## config.mk

```make
export PLATFORM = sky130hd
export DESIGN_NAME = inst_fetch
export DESIGN_NICKNAME = d
export VERILOG_FILES = /design/src/rtl/inst_fetch.sv
export SDC_FILE = /design/constraint.sdc
export NUM_CORES = 1
export LEC_CHECK = 0
export ABC_AREA = 1
export CAP_MARGIN = 40
export CORE_MARGIN = 2
export CORE_UTILIZATION = 40
export CTS_BUF_LIST = sky130_fd_sc_hd__clkbuf_2
export DETAILED_ROUTE_END_ITERATION = 10
export GPL_ROUTABILITY_DRIVEN = 0
export GPL_TIMING_DRIVEN = 0
export HOLD_SLACK_MARGIN = 0.08
export PLACE_DENSITY = 0.71
export SLEW_MARGIN = 20
export SYNTH_ARGS = -nofsm -noshare
export SYNTH_HDL_FRONTEND = slang
export SYNTH_SLANG_ARGS = --single-unit
export TNS_END_PERCENT = 20
```

## constraint.sdc

```tcl
create_clock -name clk -period 3.5 [get_ports clk]
set_input_delay 0.7 -clock clk [delete_from_list [all_inputs] [get_ports clk]]
set_output_delay 0.7 -clock clk [all_outputs]
set_load 0.01 [all_outputs]
```

## src/rtl/inst_fetch.sv

```systemverilog
// Fetch stage of the single-cycle MIPS core: owns the PC, next-PC selection,
// the RUN/HALTED state and the retired-instruction / cycle counters.
module inst_fetch #(
  parameter logic [31:0] RESET_PC = 32'h0000_0000,
  parameter int          ADDR_W   = 10
) (
  input  logic              clk,
  input  logic              rst_n,
  input  logic              stall,
  input  logic              branch_taken,
  input  logic [15:0]       branch_imm,
  input  logic              jump,
  input  logic [25:0]       jump_index,
  input  logic              jr,
  input  logic [31:0]       jr_target,
  input  logic              halt,
  input  logic              go,
  output logic [ADDR_W-1:0] rom_addr,
  input  logic [31:0]       rom_data,
  output logic [31:0]       instr,
  output logic [31:0]       pc,
  output logic [31:0]       pc_plus4,
  output logic              halted,
  output logic              misaligned,
  output logic [31:0]       instr_cnt,
  output logic [31:0]       cycle_cnt
);

  typedef enum logic {
    RUN    = 1'b0,
    HALTED = 1'b1
  } state_t;

  state_t      state_q, state_d;
  logic [31:0] pc_q, pc_d;
  logic [31:0] instr_cnt_q, instr_cnt_d;
  logic [31:0] cycle_cnt_q, cycle_cnt_d;
  logic        misaligned_q, misaligned_d;
  logic [31:0] pc_plus4_s;
  logic [31:0] branch_off_s;

  assign pc_plus4_s   = pc_q + 32'd4;
  assign branch_off_s = {{14{branch_imm[15]}}, branch_imm, 2'b00};

  always_comb begin
    state_d      = state_q;
    pc_d         = pc_q;
    instr_cnt_d  = instr_cnt_q;
    cycle_cnt_d  = cycle_cnt_q;
    misaligned_d = misaligned_q;
    case (state_q)
      RUN: begin
        cycle_cnt_d = cycle_cnt_q + 32'd1;
        if (!stall) begin
          instr_cnt_d = instr_cnt_q + 32'd1;
          // The halt instruction itself retires, so it steps sequentially.
          if (halt) begin
            state_d = HALTED;
            pc_d    = pc_plus4_s;
          end else if (jr) begin
            pc_d = {jr_target[31:2], 2'b00};
            if (jr_target[1:0] != 2'b00) begin
              misaligned_d = 1'b1;
            end else begin
              misaligned_d = misaligned_q;
            end
          end else if (jump) begin
            pc_d = {pc_plus4_s[31:28], jump_index, 2'b00};
          end else if (branch_taken) begin
            pc_d = pc_plus4_s + branch_off_s;
          end else begin
            pc_d = pc_plus4_s;
          end
        end else begin
          instr_cnt_d = instr_cnt_q;
        end
      end
      HALTED: begin
        if (go) begin
          state_d = RUN;
        end else begin
          state_d = HALTED;
        end
      end
      default: begin
        state_d = RUN;
      end
    endcase
  end

  always_ff @(posedge clk or negedge rst_n) begin
    if (!rst_n) begin
      state_q      <= RUN;
      pc_q         <= RESET_PC;
      instr_cnt_q  <= 32'd0;
      cycle_cnt_q  <= 32'd0;
      misaligned_q <= 1'b0;
    end else begin
      state_q      <= state_d;
      pc_q         <= pc_d;
      instr_cnt_q  <= instr_cnt_d;
      cycle_cnt_q  <= cycle_cnt_d;
      misaligned_q <= misaligned_d;
    end
  end

  // ROM read is asynchronous, so the fetched word is presented the same cycle.
  assign rom_addr   = pc_q[ADDR_W+1:2];
  assign instr      = (state_q == HALTED) ? 32'h0000_0000 : rom_data;
  assign pc         = pc_q;
  assign pc_plus4   = pc_plus4_s;
  assign halted     = (state_q == HALTED);
  assign misaligned = misaligned_q;
  assign instr_cnt  = instr_cnt_q;
  assign cycle_cnt  = cycle_cnt_q;

endmodule

```

After elaboration in Yosys (flattened, before gate mapping)
Index checks and enable logic that the tools add are counted.
Operators by class
  add/subtract/negate cells: 4
  muxes and demuxes: 9
  bitwise operators: 3
  reduce and logical (&&, ||, !) cells: 3
Operators by type and width (number)
  32-bit two-way mux: 5
  32-bit by 1-bit adder with 32-bit output, second input constant: 2
  32-bit by 3-bit adder with 32-bit output, second input constant: 1
  32-bit adder: 1
  5-bit AND reduction: 1
  1-bit two-way mux: 3
  1-bit inverter: 3
  1-bit case mux with 2 select lines: 1
  2-bit AND reduction: 1
  2-bit nonzero test: 1
Storage, ports and cells
  register bits after elaboration: 98
  bits of input ports: 114
  output and inout port bits: 172
  word-level logic and storage cells: 24

Logic depth before layout (Yosys ltp)
Gate-level depths: netlist of run 1.
  depth in word-level cells: 6
  mapped depth: 25
  depth with buffers taken out: 25

Worst setup path before layout of run 1
OpenSTA, ideal clock, no wires.
  path type: register to register
  start: reg pc_q[2], in the netlist pc[2]
  end: reg pc_q[29], in the netlist pc[29]
  setup time: 0.117 ns
  arrival: 2.919 ns
  required time: 3.383 ns
  path slack: 0.464 ns
  cell stages (with the launch flop): 25
  buffers on the path: 0
  clock period less this slack: 3.036 ns
  cells stage by stage: dfrtp_1 > ha_1 > nand3_1 > nor2_1 > nand2_1 > nor2_1 > nand4_1 > or2_1 > nand2_1 > inv_1 > ha_1 > nand2_1 > inv_1 > nand2_1 > inv_1 > a21oi_1 > nor2_1 > nor2_1 > nand2_1 > nand2_1 > nand2_1 > nand2_1 > nand3_1 > nand2_1 > nand2_1
Between the ends
  longest elaborated chain between the ends: 6
RTL lines
  start, declared: line 35  | logic [31:0] pc_q, pc_d;
  start signal, assigned: line 100  | pc_q <= pc_d;
  32-bit by 3-bit adder with 32-bit output: line 42  | assign pc_plus4_s = pc_q + 32'd4;
  net pc_plus4[20]: line 22  | output logic [31:0] pc_plus4,
  32-bit adder: line 70  | pc_d = pc_plus4_s + branch_off_s;
  32-bit two-way mux: line 69  | end else if (branch_taken) begin
  32-bit two-way mux: line 67  | end else if (jump) begin
  32-bit two-way mux: line 60  | end else if (jr) begin
  32-bit two-way mux: line 57  | if (halt) begin
The timed path passes the listed nets, and every way through them passes these cells.
A chain may end at the register's enable or synchronous reset.

Worst setup path in the final report of run 1
  start: reg pc_q[3], in the netlist pc[3]
  end: out pc_plus4[31]
Between the ends
  longest elaborated chain between the ends: 1
RTL lines (line)
  32-bit by 3-bit adder with 32-bit output: 42
  end, declared: 22
Every way passes these cells.

==> results of run 1 <==
## worst register-to-register path, cell delays in order (launching register included)
cell     delay, ps
dfrtp_2        470
ha_4           190
nand3_4        140
inv_2          110
nand2_1        120
nor2_4         180
nand2_1        130
xor2_2         220
buf_4          170
ha_2           370
nand2_1        100
nor2_1         140
nand2_1        140
nor3_1         230
nand2_2        130
nand3_1        100
nand2_1         60
nand2_1         60
nand3_1        100
nand2_1        100
nand2_1         50
## layer usage
layer,track usage (%),vias up
met5,0,-
met4,8.178,0
met3,5.181,68
met2,43.46,484
met1,37.66,4619
li1,-,4863
## cell families (layout without fill, tap and decap cells)
group	Yosys count	count (layout)	share of synthesized area, %
buffers and inverters	250	559	11.50
flip-flops	96	96	27.71
AO/OA/AOI/OAI	157	157	9.928
XOR/XNOR	80	80	8.081
adder cells (fa/ha/maj)	39	39	5.714
AND/OR/NAND/NOR	728	728	37.03
other	1	4	0.04325
## timing repair
item	CTS	global route
hold buffers	1	0
pin swaps	3	8
hold endpoints to repair	28	0
setup buffers	4	7
setup endpoints to repair	39	44
resized for setup	36	75
## final timing paths
path,endpoint,slack (ps),depth (start not counted)
setup / recovery,pc_plus4[31],-10,10
hold / removal,cycle_cnt[12],470,2
setup reg to reg,pc[29],120,20
hold reg to reg,cycle_cnt[31],490,1
max in group asynchronous,pc[19],2340,3
min in group clk,cycle_cnt[31],490,1
## cells in the final DEF, fill, tap and decap left out, drive strengths merged, types with 2 or more instances in the layout
cell,count
a21o,3
o221ai,4
o2111ai,2
dlymetal6s2s,8
nand4,27
clkdlybuf4s50,268
nand3,83
xor2,58
nor4,10
nor2,144
nand2,414
inv,206
clkinv,7
nor3,35
nand3b,6
o211ai,4
or2,8
a21oi,71
conb,4
clkbuf,35
o21bai,9
buf,31
o21ai,58
ha,38
dfrtp,96
xnor2,22
## power groups by stage
stage / logic, mW / clock network [mW] / registers, mW
after floorplan: 1.53 / 0 / 1.56
after global placement: 2.81 / 0 / 1.56
after detailed placement: 2.84 / 0 / 1.57
after CTS: 2.90 / 0.494 / 1.56
after global routing: 3.36 / 0.546 / 1.59
final: 3.09 / 0.486 / 1.56
## sequential cells by signal, summed over array words and instances, names as in the netlist
| name | cells |
|---|---|
| instr_cnt | 32 |
| pc | 30 |
| cycle_cnt | 32 |
| halted | 1 |
| misaligned | 1 |
## through the flow
step           hold slack [ps]  utilization [%]  total power [mW]
4_1_cts                  453.5            57.20             4.956
6_report                 466.6            58.74             5.130
2_1_floorplan            404.4                -             3.081
5_1_grt                  443.2            58.74             5.496
3_3_place_gp             457.5            55.87             4.370
3_5_place_dp             463.1            56.01             4.408
## final cells by class
cell class | instances | area share, %
well taps | 275 | 2.769
repair buffers | 293 | 23.72
clock buffers | 10 | 0.4028
flip-flops and latches | 96 | 19.49
inverters | 208 | 6.283
plain buffers | 42 | 1.742
multi-input cells | 1008 | 45.29
clock inverters | 6 | 0.2920
==> impl_metrics.py, run 1 <==
metrics = {
    "setup_path": {
        "cpMaxStageDelayCell": "clkdlybuf4s50_1",
        "cp_common_cell": "nand2_1",
        "crit_family": "simple AND/OR/NAND/NOR gates",
        "path_cells": "buf_4 -> nand2_1 -> nor2_4 -> nand3_2 -> nor2_4 -> nand2_1 -> nand2_1 -> nand2_1 -> inv_1 -> clkdlybuf4s50_1",
        "required_ps": 2800,
        "crit_buf_inv": 3,
        "worstSetupPathType": "register to primary output",
        "critPathLaunchType": "register",
        "worstSetupStartpoint": "pc[3]",
        "regToRegStartpoint": "pc[2]",
        "critical_path.max_fanout": 5,
        "max_stage_delay_ps": 540,
        "worstSetupEndpointType": "primary output",
        "worst_ep_arrival_time_ps": 2810,
    },
    "clocking": {
        "htreeDepth": 3,
        "path_clk_slew_ps": 300,
        "cts_tree": "built",
        "root_buffer": "clkbuf_2",
        "cts.path.max_buffers": 2,
        "numClockSinks": 96,
        "cts_made_buffers": 9,
        "clock_latency_ps": 630,
    },
    "yosys": {
        "async_flop_share_pct": 100.0,
        "syn_area_per_cell_um2": 6.418,
        "syn_area_mm2": 0.008671,
        "syn_inst": 1351,
        "ys_ff_latch": 96,
        "synth-seq-area-share_pct": 27.71,
        "synth-edff-count": 0,
        "yosysTopAreaCellShare_pct": 27.71,
        "synth_most_common_cell": "nand2_1",
        "yosysWarningCount": 0,
        "synth.largest_area_cell": "dfrtp_1",
        "ys.flop_type": "dfrtp_1",
        "yosys-top-cells-count": "nand2_1 (410), inv_1 (197), nor2_1 (135)",
        "synth_top_cells_by_area": "dfrtp_1 (28%), nand2_1 (18%), inv_1 (8.5%)",
        "synth_cell_type_count": 45,
    },
    "pwr": {
        "p_comb_share_pct": 60.1,
        "sequentialPowerShare_pct": 30.4,
        "clkPwrFrac_pct": 9.5,
        "switching_share_pct": 46.84,
        "leakage_nw": 6.096,
        "switching_power_mw": 2.403,
        "ir_drop_v": 0.0002048,
        "p_int_mw": 2.727,
        "power_per_cell_area_mw_per_mm2": 412.9,
    },
    "sta": {
        "tns_ps": -14.63,
        "final_hold_viol_count": 0,
        "max_slew_margin_pct": 52.14,
        "rsz0062_at_grt": "true",
        "skew_ps": 54.23,
        "setup_viol": 1,
        "fin_crit_sh_pct": 100.4,
        "tightest_slew_ps": 715.3,
        "maxSlewViolCount": 0,
        "fmax_mhz": 284.5,
        "finalWorstSetupSlack_ps": -14.63,
        "min_period_ps": 3515,
    },
    "grt": {
        "antenna_found_initial": 0,
        "grt_pass1_wl_mm": 48.82,
        "grt_pass1_vias": 9307,
        "grt_usage_pct": 27.32,
        "grt_overflow": 0,
        "grt_max_degree": 69,
    },
    "place": {
        "portBuffers": 279,
        "dpl.cell_count": 1909,
        "dpl-instance-area_mm2": 0.01185,
        "dp_hpwl_mm": 26.06,
        "dp_slack_ps": -357.2,
    },
    "floorplan": {
        "start_util_pct": 40.99,
        "die_h_um": 151.2,
        "rows": 53,
        "die_w_um": 151.2,
        "dieArea_mm2": 0.02287,
        "core_area_mm2": 0.02115,
        "boundaryPins": 286,
    },
    "outcome": {
        "status": "finished, violations left",
        "violations": "setup timing",
    },
    "cells_and_area": {
        "n_antenna_cell": 0,
        "layout-drive-gt1-share_pct": 10.28,
        "fill_cells": 1976,
        "area_growth_pct": 43.30,
        "multi_input_area_mm2": 0.005628,
        "finalInstanceArea_mm2": 0.01243,
        "seq_area_mm2": 0.002422,
        "finalNonFillerCells": 1938,
        "final_nets": 1811,
    },
    "route": {
        "ant_nets": 0,
        "route.detailed.drc": 0,
        "firstDrtPassIters": 7,
        "wl_met1_mm": 13.74,
        "highest_layer": "met4",
        "drt_iter0_markers": 815,
        "vias": 10030,
        "drt-total-wl_mm": 32.13,
        "met2_length_mm": 14.49,
        "wl_met3_mm": 2.933,
        "vias_per_cell": 5.178,
        "post_drt_wl_per_cell_um": 16.58,
    },
    "job": {
        "cap_violations": 0,
    },
    "hold_path": {
        "hold_path_class": "primary input to async pin",
    },
}
(Power assumes the default switching activity.)
==> run 2: changes to the inputs <==
--- a/config.mk
+++ b/config.mk
@@ -5,7 +5,7 @@
 export SDC_FILE = /design/constraint.sdc
 export NUM_CORES = 1
 export LEC_CHECK = 0
-export ABC_AREA = 1
+export ABC_AREA = 0
 export CAP_MARGIN = 40
 export CORE_MARGIN = 2
 export CORE_UTILIZATION = 40
@@ -14,7 +14,7 @@
 export GPL_ROUTABILITY_DRIVEN = 0
 export GPL_TIMING_DRIVEN = 0
 export HOLD_SLACK_MARGIN = 0.08
-export PLACE_DENSITY = 0.71
+export PLACE_DENSITY = 0.74
 export SLEW_MARGIN = 20
 export SYNTH_ARGS = -nofsm -noshare
 export SYNTH_HDL_FRONTEND = slang
==> impl_metrics.py, run 2 <==
metrics = {
    "job": {
        "cap_violations": 0,
    },
    "setup_path": {
        "ff2ff_setup_slack_ps": -200,
        "crit_buf_inv": 2,
        "critPathLaunchType": "register",
        "regToRegStartpoint": "pc[11]",
        "r2r_cells": 13,
        "cp_common_cell": "buf_4",
        "worst_ep_arrival_time_ps": 4280,
        "crit_family": "simple AND/OR/NAND/NOR gates",
        "cp.depth": 13,
        "path_cells": "buf_4 -> nand3_1 -> nor4_4 -> buf_4 -> xor2_1 -> ha_2 -> nand4_1 -> or3_4 -> o211a_4 -> o21ai_4 -> xnor2_2 -> a221o_1 -> o21ai_1",
        "cpMaxStageDelayCell": "dfrtp_2",
        "critical_path.max_fanout": 8,
        "max_stage_delay_ps": 460,
        "worstSetupPathType": "register to register",
        "worstSetupEndpointType": "register",
        "required_ps": 4080,
        "r2r_end": "pc[25]",
    },
    "yosys": {
        "synth-seq-area-share_pct": 32.04,
        "ys.flop_type": "dfrtp_1",
        "yosysWarningCount": 0,
        "yosys-top-cells-count": "dfrtp_1 (96), nand2_1 (83), xnor2_1 (77)",
        "syn_inst": 884,
        "synth_cell_type_count": 68,
        "async_flop_share_pct": 100.0,
        "syn_area_mm2": 0.007498,
        "synth_most_common_cell": "dfrtp_1",
        "syn_area_per_cell_um2": 8.482,
        "synth_top_cells_by_area": "dfrtp_1 (32%), xnor2_1 (9.0%), ha_1 (6.3%)",
        "synth.largest_area_cell": "dfrtp_1",
        "synth-edff-count": 0,
        "yosysTopAreaCellShare_pct": 32.04,
        "ys_ff_latch": 96,
    },
    "sta": {
        "maxSlewViolCount": 0,
        "min_period_ps": 3700,
        "finalWorstSetupSlack_ps": -200.2,
        "fin_crit_sh_pct": 105.7,
        "rsz0062_at_grt": "true",
        "max_slew_margin_pct": 40.95,
        "skew_ps": 38.79,
        "setup_viol": 13,
        "final_hold_viol_count": 0,
        "fmax_mhz": 270.3,
        "tightest_slew_ps": 885.8,
    },
    "grt": {
        "grt_overflow": 0,
        "grt_max_degree": 58,
        "antenna_found_initial": 1,
        "grt_pass1_wl_mm": 45.39,
        "grt_pass1_vias": 8162,
        "grt_usage_pct": 29.32,
    },
    "cells_and_area": {
        "layout-drive-gt1-share_pct": 16.09,
        "final_nets": 1391,
        "area_growth_pct": 57.30,
        "finalNonFillerCells": 1478,
        "final_common_cell": "clkdlybuf4s50_1",
        "layout_common_cells": "clkdlybuf4s50_1 (261), dfrtp_1 (83), nand2_1 (82)",
        "final_util_pct": 63.70,
        "fill_cells": 1574,
        "seq_area_mm2": 0.002419,
        "multi_input_area_mm2": 0.005306,
    },
    "route": {
        "highest_layer": "met4",
        "ant_nets": 0,
        "vias_per_cell": 5.811,
        "vias": 8588,
        "route.detailed.drc": 0,
        "wl_met3_mm": 2.581,
        "firstDrtPassIters": 5,
        "met2_length_mm": 14.06,
        "post_drt_wl_per_cell_um": 20.71,
        "drt-total-wl_mm": 30.61,
        "wl_met1_mm": 12.66,
        "drt_iter0_markers": 1153,
    },
    "clocking": {
        "clock_latency_ps": 660,
        "numClockSinks": 96,
        "htreeDepth": 3,
        "cts.path.max_buffers": 2,
        "path_clk_slew_ps": 300,
        "root_buffer": "clkbuf_2",
        "cts_made_buffers": 9,
        "cts_tree": "built",
    },
    "floorplan": {
        "boundaryPins": 286,
        "dieArea_mm2": 0.01986,
        "die_h_um": 140.9,
        "rows": 50,
        "core_area_mm2": 0.01852,
        "die_w_um": 140.9,
        "start_util_pct": 40.49,
    },
    "pwr": {
        "power_per_cell_area_mw_per_mm2": 480.1,
        "finalPower_mw": 5.663,
        "ir_drop_v": 0.0002543,
        "leakage_nw": 4.922,
    },
    "place": {
        "dp_hpwl_mm": 22.22,
        "dpl.cell_count": 1402,
        "portBuffers": 279,
    },
    "outcome": {
        "violations": "setup timing",
        "status": "finished, violations left",
    },
    "hold_path": {
        "hold_path_class": "primary input to async pin",
    },
}
run 2: worst register-to-register path: cells and delay by family (launching register included):
| kind | cells | cell delay, ps |
|---|---|---|
| and+or+nand+nor | 4 | 1280 |
| xor gates and xnor gates | 2 | 390 |
| DFF | 1 | 460 |
| adders and majority gates | 1 | 310 |
| AOI/OAI and AO/OA | 4 | 900 |
| buffers and inverters | 2 | 320 |
run 2: cells by family after synthesis:
family	after synthesis	share of synthesized area [%]
muxes	9	1.235
buffers and inverters	79	4.655
other	1	0.05001
AOI/OAI and AO/OA	236	20.89
xor gates and xnor gates	107	12.50
and+or+nand+nor	317	22.03
adders and majority gates	39	6.608
DFF	96	32.04
run 2: worst max path at each step:
stage	end	slack, ps	startpoint
after floorplan	pc[25]	-40	pc[2]
after global placement	pc[2]	-2460	rst_n
after detailed placement	pc[25]	-620	pc[2]
after CTS	pc_plus4[31]	-230	pc[2]
after global routing	pc[31]	-360	pc[2]
final	pc[25]	-200	pc[11]
run 2: routing by layer:
metal / vias up / GRT usage [%]
met1: 4063 / 38.46
met5: - / 0
met2: 507 / 47.83
met4: 0 / 11.79
li1: 3906 / -
met3: 112 / 5.605
run 2: final cells by class:
| type | instances | share of cell area (%) |
|---|---|---|
| clock inverters | 7 | 0.8062 |
| clock buffers | 9 | 0.3819 |
| multi-input cells | 712 | 44.99 |
| flip-flops and latches | 96 | 20.50 |
| repair buffers | 343 | 27.92 |
| well taps | 234 | 2.482 |
| plain buffers | 48 | 2.005 |
| inverters | 28 | 0.8911 |
| diodes | 1 | 0.02122 |
run 2: repair_timing:
action / in CTS / in global routing
hold buffers: 1 / 0
pin swaps: 29 / 32
gates resized for setup: 91 / 69
setup buffers: 39 / 22
endpoints found under the hold margin: 39 / 0
setup endpoints to repair: 42 / 40
run 2: power by group:
part           internal (mW)  switching (mW)
combinational           1.74            1.70
sequential              1.29           0.276
clock                  0.191           0.469
run 2: through the flow:
step / setup TNS, ps / cell area, um^2 / hold slack, ps / setup WS (ps)
global route: -4260 / 11800 / 457.7 / -360.3
CTS: -1614 / 11400 / 439.0 / -232.2
global placement: -206510 / 10660 / 456.5 / -2457
detailed placement: -7204 / 10700 / 460.9 / -623.0
floorplan: -87.05 / 7570 / 404.4 / -40.60
finish: -1344 / 11800 / 467.2 / -200.2
==> run 3: changes to the inputs <==
--- a/config.mk
+++ b/config.mk
@@ -15,7 +15,6 @@
 export GPL_TIMING_DRIVEN = 0
 export HOLD_SLACK_MARGIN = 0.08
 export PLACE_DENSITY = 0.74
-export SLEW_MARGIN = 20
 export SYNTH_ARGS = -nofsm -noshare
 export SYNTH_HDL_FRONTEND = slang
 export SYNTH_SLANG_ARGS = --single-unit
==> impl_metrics.py, run 3 (synthesized netlist as in run 2, its figures left out) <==
metrics = {
    "hold_path": {
        "holdPathStages": 1,
        "min_from": "cycle_cnt[31]",
        "holdPathEnd": "cycle_cnt[31]",
        "hold_path_class": "register to register",
    },
    "floorplan": {
        "rows": 50,
        "start_util_pct": 40.49,
        "dieArea_mm2": 0.01986,
        "core_area_mm2": 0.01852,
        "boundaryPins": 286,
        "die_w_um": 140.9,
        "die_h_um": 140.9,
    },
    "setup_path": {
        "ff2ff_setup_slack_ps": -220,
        "crit_family": "simple AND/OR/NAND/NOR gates",
        "critical_path.max_fanout": 6,
        "max_stage_delay_ps": 470,
        "regToRegStartpoint": "pc[2]",
        "path_cells": "ha_4 -> nand3_4 -> nor4_4 -> and2_4 -> nand2_2 -> xnor2_4 -> ha_4 -> nand4_1 -> or3_1 -> o211a_4 -> o21ai_4 -> xnor2_2 -> a221o_1 -> o21ai_1",
        "r2r_cells": 14,
        "critPathLaunchType": "register",
        "required_ps": 4070,
        "cp_common_cell": "ha_4",
        "worstSetupPathType": "register to register",
        "r2r_end": "pc[25]",
        "worstSetupStartpoint": "pc[2]",
        "crit_buf_inv": 0,
        "cpMaxStageDelayCell": "dfrtp_2",
        "worstSetupEndpointType": "register",
        "worst_ep_arrival_time_ps": 4290,
    },
    "sta": {
        "skew_ps": 50.15,
        "rsz0062_at_grt": "true",
        "final_hold_viol_count": 0,
        "maxSlewViolCount": 0,
        "max_slew_margin_pct": 41.79,
        "finalWorstSetupSlack_ps": -224.1,
        "tightest_slew_ps": 869.9,
        "fin_crit_sh_pct": 106.4,
        "fmax_mhz": 268.5,
        "tns_ps": -1321,
        "setup_viol": 13,
        "min_period_ps": 3724,
    },
    "place": {
        "dpl.cell_count": 1402,
        "dpl-instance-area_mm2": 0.01070,
        "dp_hpwl_mm": 22.25,
        "portBuffers": 279,
    },
    "clocking": {
        "cts_tree": "built",
        "cts_made_buffers": 9,
        "htreeDepth": 3,
        "cts.path.max_buffers": 2,
        "root_buffer": "clkbuf_2",
        "path_clk_slew_ps": 290,
        "clock_latency_ps": 650,
        "numClockSinks": 96,
    },
    "outcome": {
        "status": "finished, violations left",
        "violations": "setup timing",
    },
    "grt": {
        "antenna_found_initial": 2,
        "grt_overflow": 0,
        "grt_usage_pct": 28.90,
        "grt_max_degree": 59,
        "grt_pass1_wl_mm": 44.92,
        "grt_pass1_vias": 8197,
    },
    "cells_and_area": {
        "layout_common_cells": "clkdlybuf4s50_1 (261), nand2_1 (80), dfrtp_1 (80)",
        "layout-drive-gt1-share_pct": 15.25,
        "final_nets": 1374,
        "final_common_cell": "clkdlybuf4s50_1",
        "area_growth_pct": 55.46,
        "finalNonFillerCells": 1461,
        "finalInstanceArea_mm2": 0.01166,
        "final_util_pct": 62.95,
        "fill_cells": 1569,
    },
    "route": {
        "vias_per_cell": 5.866,
        "ant_nets": 0,
        "firstDrtPassIters": 6,
        "post_drt_wl_per_cell_um": 20.80,
        "vias": 8570,
        "route.detailed.drc": 0,
        "drt-total-wl_mm": 30.39,
        "drt_iter0_markers": 998,
    },
    "pwr": {
        "ir_drop_v": 0.0002526,
        "leakage_nw": 4.820,
        "power_per_cell_area_mw_per_mm2": 471.2,
        "finalPower_mw": 5.493,
    },
    "job": {
        "cap_violations": 0,
    },
}
==> run 3: power breakdown <==
part	switching, mW	internal [mW]
combinational	1.68	1.68
clock	0.449	0.110
sequential	0.282	1.29
total	2.41	3.08
==> run 3: final cells by class <==
class                           instances  area [um^2]  share of cell area (%)
Antenna cell                            1        2.502                 0.02147
Buffer                                 48        236.5                   2.029
Clock buffer                            9        45.04                  0.3864
Clock inverter                          7        65.06                  0.5581
Inverter                               28        105.1                  0.9016
Multi-Input combinational cell        712         5328                   45.70
Sequential cell                        96         2422                   20.78
Tap cell                              234        292.8                   2.512
Timing Repair Buffer                  326         3161                   27.11
==> run 3: how the worst max path moves through the flow <==
stage | cells past startpoint | slack (ps) | to
3_3_place_gp | 1 | -2460 | pc[2]
4_1_cts | 7 | -250 | pc_plus4[30]
2_1_floorplan | 16 | -40 | pc[25]
3_5_place_dp | 16 | -590 | pc[25]
5_1_grt | 14 | -310 | pc[25]
6_report | 14 | -220 | pc[25]
==> run 3: per-stage QoR <==
stage | setup slack, ps | hold WS [ps]
2_1_floorplan | -40.60 | 404.4
3_3_place_gp | -2457 | 456.5
3_5_place_dp | -586.9 | 460.9
4_1_cts | -249.0 | 495.4
5_1_grt | -313.6 | 506.7
6_report | -224.1 | 495.1
==> run 3: routing by layer <==
layer / global-route usage [%] / share of wire [%] / up-vias / wire [um]
met1: 37.47 / 41 / 4065 / 12420
met2: 47.47 / 46 / 511 / 14080
li1: - / - / 3879 / -
met5: 0 / 0.036 / - / 11
met4: 12.05 / 4.0 / 2 / 1201
met3: 5.503 / 8.8 / 113 / 2671
==> run 3: what timing repair did <==
action,4_1_cts,5_1_grt
hold endpoints to repair,38,0
pin swaps,25,11
hold buffers,1,0
resized for setup,81,68
endpoints found under the setup margin,41,38
buffers inserted,32,12
